$ cat config.mk
export PLATFORM = sky130hd
export DESIGN_NAME = shift_seq_unit
export DESIGN_NICKNAME = d
export VERILOG_FILES = /design/src/rtl/shift_seq_unit.sv
export SDC_FILE = /design/constraint.sdc
export NUM_CORES = 1
export LEC_CHECK = 0
export BUFFER_PORTS_ARGS = -buffer_cell sky130_fd_sc_hd__buf_2
export CAP_MARGIN = 20
export CORE_MARGIN = 2
export CORE_UTILIZATION = 40
export CTS_CLUSTER_DIAMETER = 120
export DETAILED_ROUTE_END_ITERATION = 8
export GPL_TIMING_DRIVEN = 0
export PLACE_DENSITY = 0.66
export SYNTH_ARGS = -nofsm -noshare
export SYNTH_HDL_FRONTEND = slang
export SYNTH_SLANG_ARGS = --single-unit
export TNS_END_PERCENT = 10
$ cat constraint.sdc
create_clock -name clk -period 4.3 [get_ports clk]
set_input_delay 0.43 -clock clk [delete_from_list [all_inputs] [get_ports clk]]
set_output_delay 0.43 -clock clk [all_outputs]
set_load 0.02 [all_outputs]
$ cat src/rtl/shift_seq_unit.sv
// Bit-serial shifter: loads an operand, then shifts it one position per clock (SLL/SRL/SRA, ROR with SHIFT_SEQ_ROTATE_EN).
// Latency: done pulses 1 cycle after start for shamt==0/NOP, else shamt+1 cycles; start is accepted only while idle.
// Backpressure: none; start raised while busy or done is ignored, not queued.
module shift_seq_unit #(
  parameter int WIDTH   = 32,
  parameter int SHAMT_W = 5
) (
  input  logic               clk,
  input  logic               reset,
  input  logic               start,
  input  logic [2:0]         op,
  input  logic [WIDTH-1:0]   data_in,
  input  logic [SHAMT_W-1:0] shamt,
  output logic [WIDTH-1:0]   data_out,
  output logic               busy,
  output logic               done
);

  typedef enum logic [1:0] {IDLE, SHIFT, DONE} state_t;

  localparam logic [2:0] OP_NOP = 3'b000;
  localparam logic [2:0] OP_SLL = 3'b001;
  localparam logic [2:0] OP_SRL = 3'b010;
  localparam logic [2:0] OP_SRA = 3'b011;
`ifdef SHIFT_SEQ_ROTATE_EN
  localparam logic [2:0] OP_ROR = 3'b100;
`endif

  state_t             state;
  logic [2:0]         op_q;
  logic [SHAMT_W-1:0] count;
  logic               op_legal;
  logic [WIDTH-1:0]   step_val;

  // Only legal shift ops enter SHIFT; everything else behaves as a load.
  always_comb begin
    op_legal = 1'b0;
    case (op)
      OP_SLL, OP_SRL, OP_SRA: op_legal = 1'b1;
`ifdef SHIFT_SEQ_ROTATE_EN
      OP_ROR:                 op_legal = 1'b1;
`endif
      default:                op_legal = 1'b0;
    endcase
  end

  always_comb begin
    step_val = data_out;
    case (op_q)
      OP_SLL:  step_val = {data_out[WIDTH-2:0], 1'b0};
      OP_SRL:  step_val = {1'b0, data_out[WIDTH-1:1]};
      OP_SRA:  step_val = {data_out[WIDTH-1], data_out[WIDTH-1:1]};
`ifdef SHIFT_SEQ_ROTATE_EN
      OP_ROR:  step_val = {data_out[0], data_out[WIDTH-1:1]};
`endif
      default: step_val = data_out;
    endcase
  end

  always_ff @(posedge clk or negedge reset) begin
    if (!reset) begin
      state    <= IDLE;
      data_out <= '0;
      count    <= '0;
      op_q     <= OP_NOP;
      busy     <= 1'b0;
      done     <= 1'b0;
    end else begin
      case (state)
        IDLE: begin
          busy <= 1'b0;
          done <= 1'b0;
          if (start) begin
            data_out <= data_in;
            op_q     <= op;
            count    <= shamt;
            if (shamt == '0 || !op_legal) begin
              state <= DONE;
              done  <= 1'b1;
            end else begin
              state <= SHIFT;
              busy  <= 1'b1;
            end
          end
        end
        SHIFT: begin
          data_out <= step_val;
          count    <= count - SHAMT_W'(1);
          // The step taken with one position left is the last one.
          if (count == SHAMT_W'(1)) begin
            state <= DONE;
            busy  <= 1'b0;
            done  <= 1'b1;
          end
        end
        DONE: begin
          state <= IDLE;
          busy  <= 1'b0;
          done  <= 1'b0;
        end
        default: begin
          state <= IDLE;
          busy  <= 1'b0;
          done  <= 1'b0;
        end
      endcase
    end
  end

endmodule

==> flow_metrics.env <==
export IMPL_tritoncts="done"
export IMPL_p_comb_frac=0.541
export IMPL_dpl_instance_area_sq_um=2790
export IMPL_ant_nets=0
export IMPL_rsz0062_at_grt="false"
export IMPL_path_max_fanout=10
export IMPL_fill_cells=547
export IMPL_insertion_delay_ns=0.29
export IMPL_drt_initial_drc_count=256
export IMPL_endpoint_kind="flop"
export IMPL_hold_ws_ns=0.06962
export IMPL_first_global_vias=2176
export IMPL_total_power_mw=2.367
export IMPL_intPower_mw=1.260
export IMPL_worstPathRequired_ns=4.51
export IMPL_synthMuxAreaShare=0.02589
export IMPL_drv_cap=0
export IMPL_synth_top_flop_cell="dfrtp_1"
export IMPL_synth_warnings=0
export IMPL_yosys_area_share_simple=0.08037
export IMPL_fin_setup_tns_ns=0
export IMPL_clkSinkCount=44
export IMPL_drc=0
export IMPL_slew_violations=0
export IMPL_synthXorXnorAreaFrac=0.003776
export IMPL_gp_congestion=0.7746
export IMPL_period_minus_slack_ns=1.649
export IMPL_grt_pass1_wl_mm=10.63
export IMPL_grt_max_degree=45
export IMPL_hold_viol_final=0
export IMPL_ys_ff_latch=44
export IMPL_num_antenna_cells=0
export IMPL_yosysTopAreaCell="dfrtp_1"
export IMPL_critical_path_class="reg -> reg"
export IMPL_fin_area_sq_um=2888
export IMPL_swShare=0.4678
export IMPL_syn_num_nets=269
export IMPL_synth_top_family_by_area="compound AO/OA/AOI/OAI gates"
export IMPL_die_area_sq_um=6425
export IMPL_num_vias=2296
export IMPL_worstMarginPinSlew_ns=0.4549
export IMPL_avgViaCountPerCell=6.042
export IMPL_wl_mm=6.494
export IMPL_synth_compound_area_frac=0.3242
export IMPL_start_util=0.4187
export IMPL_crit_chain="buf_6 > nor2b_4 > o21bai_4 > clkbuf_1 > a21oi_1 > a21oi_1"
export IMPL_netlist_area_leader_share=0.4746
export IMPL_gr_total_overflow=0
export IMPL_firstDrtPassIters=7
export IMPL_power_switching_mw=1.107
export IMPL_design_core_area_sq_um=5540
export IMPL_fin_skew_ns=0.007898
export IMPL_ys_types=36
export IMPL_syn_cell_area_sq_um=2320
export IMPL_die_height_um=80.16
export IMPL_status="finished, final reports clean"
export IMPL_cts_clk_slew_worst_paths_ns=0.08
export IMPL_place_inst=372
export IMPL_wl_per_cell_um=17.09
export IMPL_crit_slowest_cell="dfrtp_1"
export IMPL_clock_path_buffers=2
export IMPL_critPathMaxStageDelay_ns=0.41
export IMPL_place_ws_ns=2.588
export IMPL_synth_async_reset_ratio=1.000
export IMPL_fin_nets=353
export IMPL_postCtsHoldBufs=0
export IMPL_dp_final_hpwl_mm=4.501
export IMPL_finalNonFillerCells=380
export IMPL_cpMostUsedCell="a21oi_1"
export IMPL_p_per_area_nw_per_um2=819.7
export IMPL_h_tree_depth=2
export IMPL_rows=27
export IMPL_drive_gt1_frac=0.3539
export IMPL_setup_slack_ns=2.651
export IMPL_synth_edf_count=0
export IMPL_area_delta_synth_final_pct=24.49
export IMPL_cts_setup_buffers=0
export IMPL_synth_area_leaders="dfrtp_1, a21oi_1, a222oi_1"
export IMPL_ir_worst_vdd_mv=0.3959
export IMPL_slew_headroom=0.6967
export IMPL_ctsResizeCount=0
export IMPL_post_route_util=0.5212
export IMPL_yosysSeqAreaShare=0.4746
export IMPL_io_pins=77
export IMPL_worstPathArrival_ns=1.86
export IMPL_synth_area_per_cell_sq_um=10.36
export IMPL_grt_use_total=0.2078
export IMPL_p_seq_frac=0.355
export IMPL_hold_path_class="in -> async"
export IMPL_antenna_found_initial=0
export IMPL_p_clk_frac=0.104
export IMPL_critPathLaunchType="flop"
export IMPL_fin_crit_sh=0.3835
export IMPL_cts_made_buffers=5
export IMPL_synthAdderAreaFrac=0.01079
export IMPL_syn_instance_count=224
export IMPL_fmax_mhz=606.4
export IMPL_port_buffer_count=76
export IMPL_setup_viol=0
export IMPL_die_x_um=80.16
export IMPL_p_leak_nw=1.278
export IMPL_cts_root_buf="clkbuf_8"
-- kinds of logic after synthesis --
logic type               Yosys count
AO/OA/AOI/OAI                    113
flip-flops                        44
AND/OR/NAND/NOR                   31
buffers and inverters             28
multiplexers                       5
adder cells (fa/ha/maj)            2
XOR/XNOR                           1
-- flip-flops by register name (all words and copies together) (netlist names) --
register and count:
count 5, op_q 3, busy 1, data_out 32, done 1, state 2
-- cell usage after synthesis (2+ instances only) --
master	number
nand2_1	4
mux2_1	3
buf_6	9
nand3_1	2
ha_1	2
a21oi_1	68
nand2b_1	3
a222oi_1	30
o21ai_0	6
nor2_1	10
clkbuf_1	6
inv_1	4
buf_2	8
a22o_1	2
dfrtp_1	44
and2_1	3
-- routing by layer --
layer,vias to the layer above,routed length (um),part of all wire,track usage
met5,-,0,0,0
met2,118,3103,0.48,0.3375
met4,0,35,0.0054,0.03729
met3,5,573,0.088,0.04944
li1,1048,-,-,-
met1,1125,2781,0.43,0.2856
-- final timing paths --
check	from	endpoint	slack [ns]	depth (start not counted)
setup / recovery	state[0]$_DFFE_PN0P_	data_out[4]$_DFFE_PN0P_	2.65	6
min in group clk	op[1]	op_q[1]$_DFFE_PN0P_	0.38	2
setup reg to reg	state[0]$_DFFE_PN0P_	data_out[4]$_DFFE_PN0P_	2.65	6
hold / removal	reset	data_out[14]$_DFFE_PN0P_	0.07	1
max in group asynchronous	reset	op_q[0]$_DFFE_PN0P_	3.74	2
hold reg to reg	done$_DFFE_PN0N_	done$_DFFE_PN0N_	0.48	1
-- critical path: cells and delay by family (launching register included) --
family,cells,cell delay [ns]
flops,1,0.41
compound gates,3,0.47
buf+inv,2,0.54
simple gates,1,0.16
-- cells in the final DEF, fill, tap and decap left out, types with 2 or more instances in the layout --
cell type,count
a21oi_1,68
nand2b_1,3
clkbuf_8,5
dfrtp_1,44
nand2_1,4
and2_1,3
buf_6,9
inv_1,4
a22o_1,2
o21ai_0,6
buf_2,84
nor2_1,10
ha_1,2
mux2_1,3
nand3_1,2
clkbuf_1,7
a222oi_1,30
-- power by group through the flow --
stage / registers (mW) / clock network, mW / logic [mW]
3_3_place_gp: 0.840 / 0 / 1.25
3_5_place_dp: 0.843 / 0 / 1.28
2_1_floorplan: 0.986 / 0 / 0.732
6_report: 0.840 / 0.245 / 1.28
5_1_grt: 0.873 / 0.268 / 1.40
4_1_cts: 0.838 / 0.253 / 1.28
-- area by class of cell --
type | count | area (sq um) | share of cell area
Buffer | 24 | 171.4 | 0.05936
Sequential cell | 44 | 1101 | 0.3813
Multi-Input combinational cell | 152 | 1032 | 0.3575
Inverter | 4 | 15.01 | 0.005199
Tap cell | 72 | 90.09 | 0.03120
Clock buffer | 6 | 72.57 | 0.02513
Clock inverter | 1 | 5.005 | 0.001733
Timing Repair Buffer | 77 | 400.4 | 0.1386
(Power assumes the default switching activity.)
